==> config.mk <==
export PLATFORM = sky130hd
export DESIGN_NAME = fft_r2_butterfly_tw
export DESIGN_NICKNAME = d
export VERILOG_FILES = /design/src/rtl/fft_r2_butterfly_tw.sv
export SDC_FILE = /design/constraint.sdc
export NUM_CORES = 2
export LEC_CHECK = 0
export CAP_MARGIN = 15
export CORE_ASPECT_RATIO = 0.7
export CORE_MARGIN = 2
export CORE_UTILIZATION = 25
export CTS_CLUSTER_SIZE = 30
export DETAILED_ROUTE_END_ITERATION = 10
export GPL_TIMING_DRIVEN = 0
export PLACE_DENSITY = 0.5
export SLEW_MARGIN = 20
export SYNTH_ARGS = -nofsm -noshare
export SYNTH_HDL_FRONTEND = slang
export SYNTH_SLANG_ARGS = --single-unit
==> constraint.sdc <==
create_clock -name clk -period 26.9 [get_ports clk]
set_input_delay 5.38 -clock clk [delete_from_list [all_inputs] [get_ports clk]]
set_output_delay 5.38 -clock clk [all_outputs]
set_load 0.05 [all_outputs]
==> src/rtl/fft_r2_butterfly_tw.sv <==
// Pipelined radix-2 DIT butterfly: X = A + W*B, Y = A - W*B on Q7.8 complex samples.
// Define FFT_BFLY_SCALE_EN to halve X and Y (round half-up) before saturation.
module fft_r2_butterfly_tw #(
    parameter int DW   = 16,
    parameter int FRAC = 8,
    parameter int AW   = 5
) (
    input  logic          clk,
    input  logic          rst,
    input  logic          in_valid,
    output logic          in_ready,
    input  logic [DW-1:0] in_a_re,
    input  logic [DW-1:0] in_a_im,
    input  logic [DW-1:0] in_b_re,
    input  logic [DW-1:0] in_b_im,
    input  logic [AW-1:0] in_tw_idx,
    output logic [AW-1:0] tw_addr,
    input  logic [DW-1:0] tw_re,
    input  logic [DW-1:0] tw_im,
    output logic          out_valid,
    input  logic          out_ready,
    output logic [DW-1:0] out_x_re,
    output logic [DW-1:0] out_x_im,
    output logic [DW-1:0] out_y_re,
    output logic [DW-1:0] out_y_im,
    output logic          sat_flag,
    input  logic          clr_sat
);
    localparam int PW = 2 * DW;
    localparam int SW = 2 * DW + 3;
    localparam logic signed [SW-1:0] HALF = SW'(64'sd1 <<< (FRAC - 1));
    localparam logic signed [SW-1:0] MAXV = SW'((64'sd1 <<< (DW - 1)) - 64'sd1);
    localparam logic signed [SW-1:0] MINV = -MAXV - SW'(1);

    logic advance, accept;
    logic [AW-1:0] addr_q;

    assign advance  = ~out_valid | out_ready;
    assign in_ready = advance;
    assign accept   = in_valid & advance;
    // Holding the last address during a stall makes the ROM re-read S1's word.
    assign tw_addr  = accept ? in_tw_idx : addr_q;

    always_ff @(posedge clk or posedge rst) begin
        if (rst)         addr_q <= '0;
        else if (accept) addr_q <= in_tw_idx;
    end

    // S1: operand capture, ROM word arrives alongside
    logic                 s1_vld;
    logic signed [DW-1:0] s1_ar, s1_ai, s1_br, s1_bi;

    always_ff @(posedge clk or posedge rst) begin
        if (rst) begin
            s1_vld <= 1'b0;
            s1_ar  <= '0;
            s1_ai  <= '0;
            s1_br  <= '0;
            s1_bi  <= '0;
        end else if (advance) begin
            s1_vld <= accept;
            s1_ar  <= $signed(in_a_re);
            s1_ai  <= $signed(in_a_im);
            s1_br  <= $signed(in_b_re);
            s1_bi  <= $signed(in_b_im);
        end
    end

    // S2: full-precision partial products
    logic                 s2_vld;
    logic signed [DW-1:0] s2_ar, s2_ai;
    logic signed [PW-1:0] p_rr, p_ii, p_ri, p_ir;

    always_ff @(posedge clk or posedge rst) begin
        if (rst) begin
            s2_vld <= 1'b0;
            s2_ar  <= '0;
            s2_ai  <= '0;
            p_rr   <= '0;
            p_ii   <= '0;
            p_ri   <= '0;
            p_ir   <= '0;
        end else if (advance) begin
            s2_vld <= s1_vld;
            s2_ar  <= s1_ar;
            s2_ai  <= s1_ai;
            p_rr   <= s1_br * $signed(tw_re);
            p_ii   <= s1_bi * $signed(tw_im);
            p_ri   <= s1_br * $signed(tw_im);
            p_ir   <= s1_bi * $signed(tw_re);
        end
    end

    // S3: complex product, round, sum/difference, optional halving, clip
    function automatic logic [DW:0] clip(input logic signed [SW-1:0] v);
        logic signed [SW-1:0] s;
`ifdef FFT_BFLY_SCALE_EN
        s = (v + SW'(1)) >>> 1;
`else
        s = v;
`endif
        if (s > MAXV)      clip = {1'b1, DW'(MAXV)};
        else if (s < MINV) clip = {1'b1, DW'(MINV)};
        else               clip = {1'b0, DW'(s)};
    endfunction

    logic signed [SW-1:0] pr, pi, wbr, wbi;
    logic [DW:0] cxr, cxi, cyr, cyi;
    logic        sat_any;

    always_comb begin
        pr      = SW'(p_rr) - SW'(p_ii);
        pi      = SW'(p_ri) + SW'(p_ir);
        wbr     = (pr + HALF) >>> FRAC;
        wbi     = (pi + HALF) >>> FRAC;
        cxr     = clip(SW'(s2_ar) + wbr);
        cxi     = clip(SW'(s2_ai) + wbi);
        cyr     = clip(SW'(s2_ar) - wbr);
        cyi     = clip(SW'(s2_ai) - wbi);
        sat_any = cxr[DW] | cxi[DW] | cyr[DW] | cyi[DW];
    end

    always_ff @(posedge clk or posedge rst) begin
        if (rst) begin
            out_valid <= 1'b0;
            out_x_re  <= '0;
            out_x_im  <= '0;
            out_y_re  <= '0;
            out_y_im  <= '0;
        end else if (advance) begin
            out_valid <= s2_vld;
            if (s2_vld) begin
                out_x_re <= cxr[DW-1:0];
                out_x_im <= cxi[DW-1:0];
                out_y_re <= cyr[DW-1:0];
                out_y_im <= cyi[DW-1:0];
            end
        end
    end

    always_ff @(posedge clk or posedge rst) begin
        if (rst)                            sat_flag <= 1'b0;
        else if (advance & s2_vld & sat_any) sat_flag <= 1'b1;
        else if (clr_sat)                   sat_flag <= 1'b0;
    end
endmodule

==> impl_metrics.py <==
metrics = {
    "synthesis": {
        "syn_avg_cell_area_um2": 8.870,
        "ys.flop_type": "dfrtp_1",
        "syn_nets": 8399,
        "synth_area_leader_cell": "fa_1",
        "synth_cells": 6677,
        "synth_cell_type_count": 97,
        "yosys_warnings": 0,
        "yosysTopAreaCellShare_pct": 35.56,
        "synth_edf_count": 0,
        "ys_ff_latch": 297,
        "synthTopCellsByArea": "fa_1 (36%), dfrtp_1 (13%), ha_1 (12%), inv_1 (8.0%), nand2_1 (6.8%)",
        "yosysSeqAreaShare_pct": 12.55,
        "async_flop_share_pct": 100.0,
        "synth_area_mm2": 0.05922,
    },
    "detailed_routing": {
        "met2_length_um": 91670,
        "drtAntennaViolNets": 0,
        "drt-total-wl_um": 228200,
        "routedLengthMet1_um": 108800,
        "drtPass1Iterations": 6,
        "detail_route.wl_per_cell_um": 22.57,
        "top_layer_used": "met5",
        "via_per_inst": 4.662,
        "drt_iter0_drc": 4580,
        "route.met3.wl_um": 23810,
        "drc": 0,
        "num_vias": 47143,
    },
    "placed_design": {
        "dpl_cell_area_mm2": 0.06514,
        "hpwl_um": 194100,
        "io_buffers": 176,
        "place_congestion": 0.9701,
    },
    "clock_tree": {
        "cts_buffers": 39,
        "clkTransAtPathRegs_ns": 0.06,
        "clock_sinks": 297,
        "cts-resized-gates": 0,
        "cts_root_buf": "clkbuf_16",
        "cts_setup_buffers": 0,
        "clk_latency_ns": 0.68,
        "cts-htree-levels": 2,
        "cts_tree": "yes",
        "clock_path_buffers": 3,
        "hold_buffers": 0,
    },
    "sta": {
        "min_period_ns": 15.11,
        "maxSlewHeadroom_pct": 15.06,
        "timing.fmax_mhz": 66.20,
        "final_max_slew_viol_count": 0,
        "hold_viol": 0,
        "period_share_pct": 56.15,
        "tns_ns": 0,
        "grt_setup_unrepaired": "no",
        "worstMarginPinSlew_ns": 1.274,
        "hold_ws_ns": 0.4646,
        "fin_worst_skew_ns": 0.07404,
        "setup_violations": 0,
    },
    "hold_path": {
        "hold_path.class": "reg2reg",
    },
    "setup_path": {
        "crit_path_start_kind": "input port",
        "crit_slowest_cell": "clkdlybuf4s50_1",
        "path_common_cell": "fa_1",
        "end_kind": "flop",
        "path_delay_family": "adder cells",
        "crit_chain": "clkdlybuf4s50_1, clkbuf_1, nand2_1, fa_1, inv_1, fa_1, inv_1, fa_1, fa_1, fa_1, inv_1, fa_1, ha_1, a21o_1, a21o_1, or4_1, a211oi_1, nor3_1, o31ai_1, a31oi_1, nor3_1, o21bai_1, xnor2_1, a21oi_1",
        "path_buf_inv": 5,
        "worst_ep_required_time_ns": 27.35,
        "arrival_ns": 15.55,
        "crit_type": "in2reg",
        "slowest_delay_ns": 1.11,
        "cp_max_fo": 10,
    },
    "die": {
        "die_area_mm2": 0.2409,
        "boundaryPins": 178,
        "fp.dieW_um": 585.7,
        "rows": 149,
        "core_area_mm2": 0.2355,
        "die_h_um": 411.2,
        "initial_utilization_pct": 25.15,
    },
    "grt": {
        "antenna_found_initial": 51,
        "grt_pass1_wl_um": 331400,
        "grt_max_degree": 92,
        "grt_usage_pct": 18.99,
        "overflow": 0,
        "grt_pass1_vias": 47567,
    },
    "layout": {
        "final_cell_mix": "inv_1 (1,265), nand2_1 (1,079), fa_1 (1,052), ha_1 (564), and2_1 (396)",
        "layout_commonest_cell": "inv_1",
        "final_area_mm2": 0.06655,
        "area_growth_pct": 12.38,
        "nets": 8622,
        "layout-drive-gt1-share_pct": 2.887,
    },
    "flow_run": {
        "cap_viol_max_count": 0,
    },
    "outcome": {
        "outcome": "finished, final reports clean",
    },
}
routing by layer:
| metal | GRT usage (%) | vias to the layer above |
|---|---|---|
| met5 | 0 | - |
| met4 | 2.941 | 14 |
| met3 | 5.351 | 158 |
| met2 | 26.48 | 1752 |
| met1 | 29.05 | 24252 |
| li1 | - | 20967 |
state kept, by name (all words and copies together), names as in the netlist, 32 cells and up:
signal / count
p_ir: 32
p_ii: 32
p_ri: 32
p_rr: 32
cell type report:
| cell class | count | area [µm²] |
|---|---|---|
| repair buffers | 182 | 1914 |
| multi-input cells | 4800 | 45660 |
| inverters | 1269 | 4776 |
| clock inverters | 19 | 257.7 |
| fillers | 25339 | 168900 |
| plain buffers | 311 | 1423 |
| flip-flops and latches | 297 | 7432 |
| diodes | 15 | 37.54 |
| clock buffers | 49 | 1084 |
| well taps | 3171 | 3968 |
per-stage QoR:
stage,instances,setup slack [ns],utilization [%]
5_1_grt,10101,11.68,28.25
6_report,10113,11.79,28.27
3_5_place_dp,10029,11.56,27.66
2_1_floorplan,6677,13.32,-
3_3_place_gp,10024,8.480,27.59
4_1_cts,10097,12.24,28.23
synth_stat cells (35+ instances only):
| master | number |
|---|---|
| xor2_1 | 93 |
| o211ai_1 | 35 |
| dfrtp_1 | 297 |
| a21oi_1 | 270 |
| nand2_1 | 1079 |
| o21ai_0 | 184 |
| nor2_1 | 221 |
| and2_1 | 396 |
| nand2b_1 | 97 |
| xnor2_1 | 191 |
| a21o_1 | 64 |
| o21a_1 | 59 |
| ha_1 | 564 |
| nor3_1 | 52 |
| clkbuf_1 | 267 |
| inv_1 | 1266 |
| nand3_1 | 40 |
| fa_1 | 1052 |
worst register-to-register path, delay by kind of cell (launching register included):
kind,cells,cell delay [ns]
xor gates and xnor gates,1,0.63
buffers and inverters,2,0.95
adders and majority gates,7,3.37
AOI/OAI and AO/OA,7,2.72
DFF,1,0.85
and+or+nand+nor,4,1.07
logic make-up after synthesis:
kind of cell	Yosys count	synth area share (%)
muxes	11	0.1986
DFF	297	12.55
AOI/OAI and AO/OA	841	9.085
adders and majority gates	1616	47.48
xor gates and xnor gates	284	4.200
and+or+nand+nor	2048	16.09
buffers and inverters	1580	10.40
final timing paths:
check | endpoint | start | slack [ns] | cells past startpoint
worst min register to register | p_rr[0] | p_rr[0] | 0.46 | 2
min in group asynchronous | out_y_im[11] | rst | 5.09 | 2
max in group asynchronous | s1_br[9] | rst | 20.49 | 4
worst max-delay path | p_ri[31] | tw_im[3] | 11.79 | 24
worst max register to register | p_ri[31] | s1_br[3] | 17.07 | 21
worst min-delay path | p_rr[0] | p_rr[0] | 0.46 | 2
Power is not shown: default switching activity piles up to over one toggle a cycle in this logic, so the estimate is an artifact.
